==> config.mk <==
export PLATFORM = sky130hd
export DESIGN_NAME = run_controller
export DESIGN_NICKNAME = d
export VERILOG_FILES = /design/src/rtl/run_controller_pkg.sv /design/src/rtl/run_controller.sv
export SDC_FILE = /design/constraint.sdc
export NUM_CORES = 1
export LEC_CHECK = 0
export ABC_AREA = 1
export CORE_MARGIN = 5
export CORE_UTILIZATION = 35
export CTS_CLUSTER_DIAMETER = 100
export DETAILED_ROUTE_END_ITERATION = 10
export SLEW_MARGIN = 40
export SYNTH_ARGS = -nofsm -noshare
export SYNTH_HDL_FRONTEND = slang
export SYNTH_SLANG_ARGS = --single-unit
export TNS_END_PERCENT = 10
==> constraint.sdc <==
create_clock -name clk -period 1.4 [get_ports clk]
set_input_delay 0.28 -clock clk [delete_from_list [all_inputs] [get_ports clk]]
set_output_delay 0.28 -clock clk [all_outputs]
set_load 0.1 [all_outputs]
==> src/rtl/run_controller_pkg.sv <==
// Shared definitions for the run controller: host command opcodes and FSM states.
// The system top and the simulation accessors import this same package.
package run_controller_pkg;

    // Instruction code width of the 4-bit core.
    localparam int WORD_SIZE_DEF = 4;
    localparam int STEP_W_DEF    = 8;

    typedef enum logic [1:0] {
        OP_HALT   = 2'b00,
        OP_RUN    = 2'b01,
        OP_STEP   = 2'b10,
        OP_SET_BP = 2'b11
    } op_e;

    typedef enum logic [1:0] {
        ST_HALTED = 2'b00,
        ST_RUN    = 2'b01,
        ST_STEP   = 2'b10
    } state_e;

endpackage

==> src/rtl/run_controller.sv <==
// Execution controller: gates the core clock enable for halt, run, single/multi-step
// and instruction-code breakpoints, driven by a host command port.
module run_controller
    import run_controller_pkg::*;
#(
    parameter int WORD_SIZE = WORD_SIZE_DEF,
    parameter int STEP_W    = STEP_W_DEF
) (
    input  logic                 clk,
    input  logic                 reset,
    input  logic                 cmd_valid,
    output logic                 cmd_ready,
    input  logic [1:0]           cmd_op,
    input  logic [STEP_W-1:0]    cmd_arg,
    input  logic [WORD_SIZE-1:0] instruction_code,
    output logic                 ce_out,
    output logic [1:0]           state,
    output logic                 bp_hit,
    output logic                 step_done
);

    state_e                state_q, state_d;
    logic [STEP_W-1:0]     cnt_q, cnt_d;
    logic                  skip_q, skip_d;
    logic                  bp_en_q, bp_en_d;
    logic [WORD_SIZE-1:0]  bp_val_q, bp_val_d;
    logic                  bp_hit_q, bp_hit_d;
    logic                  step_done_q, step_done_d;
    logic                  bp_match;

    // The comparator is purely combinational so the matching cycle never
    // reaches the core; skip masks it once after a resume.
    assign bp_match  = bp_en_q && !skip_q && (instruction_code == bp_val_q);
    assign ce_out    = (state_q != ST_HALTED) && !bp_match;
    assign cmd_ready = 1'b1;
    assign state     = state_q;
    assign bp_hit    = bp_hit_q;
    assign step_done = step_done_q;

    always_comb begin
        state_d     = state_q;
        cnt_d       = cnt_q;
        skip_d      = skip_q;
        bp_en_d     = bp_en_q;
        bp_val_d    = bp_val_q;
        bp_hit_d    = bp_hit_q;
        step_done_d = 1'b0;

        if (ce_out) begin
            skip_d = 1'b0;
        end

        unique case (state_q)
            ST_RUN: begin
                if (bp_match) begin
                    state_d  = ST_HALTED;
                    bp_hit_d = 1'b1;
                end
            end
            ST_STEP: begin
                if (bp_match) begin
                    state_d  = ST_HALTED;
                    bp_hit_d = 1'b1;
                end else if (cnt_q <= STEP_W'(1)) begin
                    // Last counted cycle: leave cnt at 1 so it never wraps.
                    state_d     = ST_HALTED;
                    step_done_d = 1'b1;
                end else begin
                    cnt_d = cnt_q - STEP_W'(1);
                end
            end
            default: begin
            end
        endcase

        // An accepted command overrides the event-driven next state above.
        if (cmd_valid) begin
            unique case (op_e'(cmd_op))
                OP_HALT: begin
                    state_d = ST_HALTED;
                end
                OP_RUN: begin
                    state_d  = ST_RUN;
                    bp_hit_d = 1'b0;
                    skip_d   = 1'b1;
                end
                OP_STEP: begin
                    if (cmd_arg == '0) begin
                        state_d     = ST_HALTED;
                        step_done_d = 1'b1;
                    end else begin
                        state_d  = ST_STEP;
                        cnt_d    = cmd_arg;
                        bp_hit_d = 1'b0;
                        skip_d   = 1'b1;
                    end
                end
                OP_SET_BP: begin
                    bp_en_d  = cmd_arg[WORD_SIZE];
                    bp_val_d = cmd_arg[WORD_SIZE-1:0];
                    bp_hit_d = 1'b0;
                end
                default: begin
                end
            endcase
        end
    end

    always_ff @(posedge clk) begin
        if (reset) begin
            state_q     <= ST_HALTED;
            cnt_q       <= '0;
            skip_q      <= 1'b0;
            bp_en_q     <= 1'b0;
            bp_val_q    <= '0;
            bp_hit_q    <= 1'b0;
            step_done_q <= 1'b0;
        end else begin
            state_q     <= state_d;
            cnt_q       <= cnt_d;
            skip_q      <= skip_d;
            bp_en_q     <= bp_en_d;
            bp_val_q    <= bp_val_d;
            bp_hit_q    <= bp_hit_d;
            step_done_q <= step_done_d;
        end
    end

endmodule

==> impl_metrics.json <==
{
  "status": "complete, but fails checks",
  "violations": "negative setup slack",
  "numPlacedInstances": 288,
  "syn_avg_cell_area_sq_um": 6.37,
  "grt_setup_unrepaired": "yes",
  "grt_pass1_vias": 1222,
  "drtPass1Iterations": 5,
  "die_h_microns": 69.3,
  "crit_chain": "inv_2 > nand2_2 > nand2_1 > nor2_1 > nand3_2 > nand2_4 > clkinvlp_4 > buf_12",
  "cts_buffers": 3,
  "areaGrowthSynthToFinish_pct": 56.2,
  "die_area_sq_um": 4800,
  "synthCells": 193,
  "wl_per_cell_microns": 10.1,
  "worstSetupStartpointType": "flip-flop",
  "cap_viol_max_count": 0,
  "grt_pass1_wl_microns": 5240,
  "finish.net_count": 278,
  "finalSetupViolCount": 12,
  "ir_drop_mv": 0.478,
  "postRouteAntennaNets": 0,
  "overflow": 0,
  "antenna_found_initial": 0,
  "hold_violations": 0,
  "yosysUniqueCellTypes": 23,
  "cp-end-kind": "output pin",
  "period_share_pct": 116,
  "start_util_pct": 36.6,
  "whs_ns": 0.500,
  "clock-sinks": 18,
  "core_area_sq_um": 3360,
  "slew_viol_final": 0,
  "final_common_cell": "nand2_1",
  "fin_setup_tns_ns": -1.35,
  "port_buffers": 21,
  "hold_buffers": 0,
  "synth_top_area_cell": "dfxtp_1",
  "fp.dieW_microns": 69.3,
  "vias_per_cell": 4.46,
  "hold_class": "flip-flop to flip-flop",
  "synth_seq_cells": 18,
  "path_max_fanout": 2,
  "pwr_density_cell_nw_per_um2": 695,
  "place_area_sq_um": 1810,
  "final_cell_mix": "44 x nand2_1, 35 x buf_4, 25 x inv_1",
  "io_pins": 23,
  "fin_ws_ns": -0.226,
  "num_vias": 1319,
  "cts_tree": "done",
  "fillers": 362,
  "finalClockSkew_ns": 0.00485,
  "total_power_mw": 1.33,
  "grtUsageTotal_pct": 12.9,
  "synth_top_area_share_pct": 29.3,
  "dr.first_iter.drc_count": 94,
  "fin_cells": 296,
  "critPathKind": "flip-flop to output pin",
  "clock_path_buffers": 2,
  "yosys_warnings": 0,
  "hpwl_microns": 2390,
  "insertedDiodeCount": 0,
  "cts_max_level": 1,
  "period_needed_ns": 1.63,
  "critPathSlowestCell": "dfxtp_2",
  "worstSkewPairLatency_ns": 0.29,
  "arrival_ns": 1.35,
  "synth-seq-area-share_pct": 29.3,
  "max_freq_mhz": 615,
  "power_leakage_nw": 0.882,
  "synth.net_count": 220,
  "cp_slowest_stage_delay_ns": 0.35,
  "worstPathRequired_ns": 1.12,
  "clk_pin_slew_ns": 0.11,
  "grt_max_degree": 20,
  "routed_wl_microns": 3000,
  "layout-drive-gt1-share_pct": 30.0,
  "syn_area_sq_um": 1230,
  "netlist_top_cells_area": "dfxtp_1 29%, nand2_1 15%, ha_1 10%",
  "num_rows": 21,
  "cts_root_buffer": "clkbuf_4",
  "gp_congestion": 0.764,
  "drc": 0,
  "fin_area_sq_um": 1920
}
per-layer routing:
| metal | vias to the layer above | share of wire, % | GRT usage, % |
|---|---|---|---|
| met4 | 0 | 1.4 | 4.77 |
| met2 | 22 | 49 | 22.0 |
| met5 | - | 0 | 0 |
| li1 | 722 | - | - |
| met3 | 4 | 3.1 | 1.59 |
| met1 | 571 | 46 | 16.3 |
sequential cells by signal (all words and copies together) (netlist names):
register   cells
bp_en_q        1
bp_hit         1
bp_val_q       4
cnt_q          8
skip_q         1
state          2
step_done      1
logic make-up after synthesis:
family	synth area share [%]
other	0.305
buffers and inverters	11.7
AO/OA/AOI/OAI	11.2
AND/OR/NAND/NOR	37.3
flip-flops	29.3
adder cells (fa/ha/maj)	10.2
area by class of cell:
type | count | area, sq um | share of cell area, %
tap | 46 | 57.6 | 3.00
multi-input combinational | 140 | 791 | 41.2
inverter | 31 | 125 | 6.51
timing repair buffer | 57 | 538 | 28.0
clock buffer | 4 | 36.3 | 1.89
sequential | 18 | 373 | 19.4
Yosys cell counts, drive strengths merged:
master and n:
ha 10, inv 31, nand2 49, dfxtp 18, o21ai 9, a21oi 15
nor3b 1, nor2 26, and3 1, nor4 1, a31oi 1, conb 1
buf 3, nor3 4, clkbuf 1, nand3 18, nand4 4
power breakdown:
group | internal (mW) | leakage (nW) | switching, mW | total [mW]
clock network | 0.158 | 0.0210 | 0.164 | 0.322
registers | 0.538 | 0.150 | 0.0240 | 0.562
logic | 0.208 | 0.711 | 0.242 | 0.450
worst paths after layout:
| path | start | cells after the start | slack [ns] | endpoint |
|---|---|---|---|---|
| worst max-delay path | bp_val_q[2] | 8 | -0.23 | ce_out |
| worst min-delay path | bp_en_q | 2 | 0.50 | bp_en_q |
| worst max register to register | bp_val_q[2] | 11 | -0.16 | cnt_q[6] |
| worst min register to register | bp_en_q | 2 | 0.50 | bp_en_q |
critical path: cells and delay by family, from the launching register on:
family / cells / cell delay [ns]
buffers and inverters: 3 / 0.30
and+or+nand+nor: 5 / 0.41
DFF: 1 / 0.35
metrics by stage:
stage | setup WS, ns | util [%]
6_report | -0.226 | 57.1
5_1_grt | -0.343 | 57.1
4_1_cts | -0.269 | 56.0
3_5_place_dp | -0.441 | 53.8
3_3_place_gp | -0.385 | 53.8
2_1_floorplan | -0.0943 | -
what timing repair did:
action | 4_1_cts | 5_1_grt
setup buffers | 2 | 2
setup endpoints to repair | 12 | 16
gates resized for setup | 13 | 10
pin swaps | 8 | 4
(Power assumes the default switching activity.)
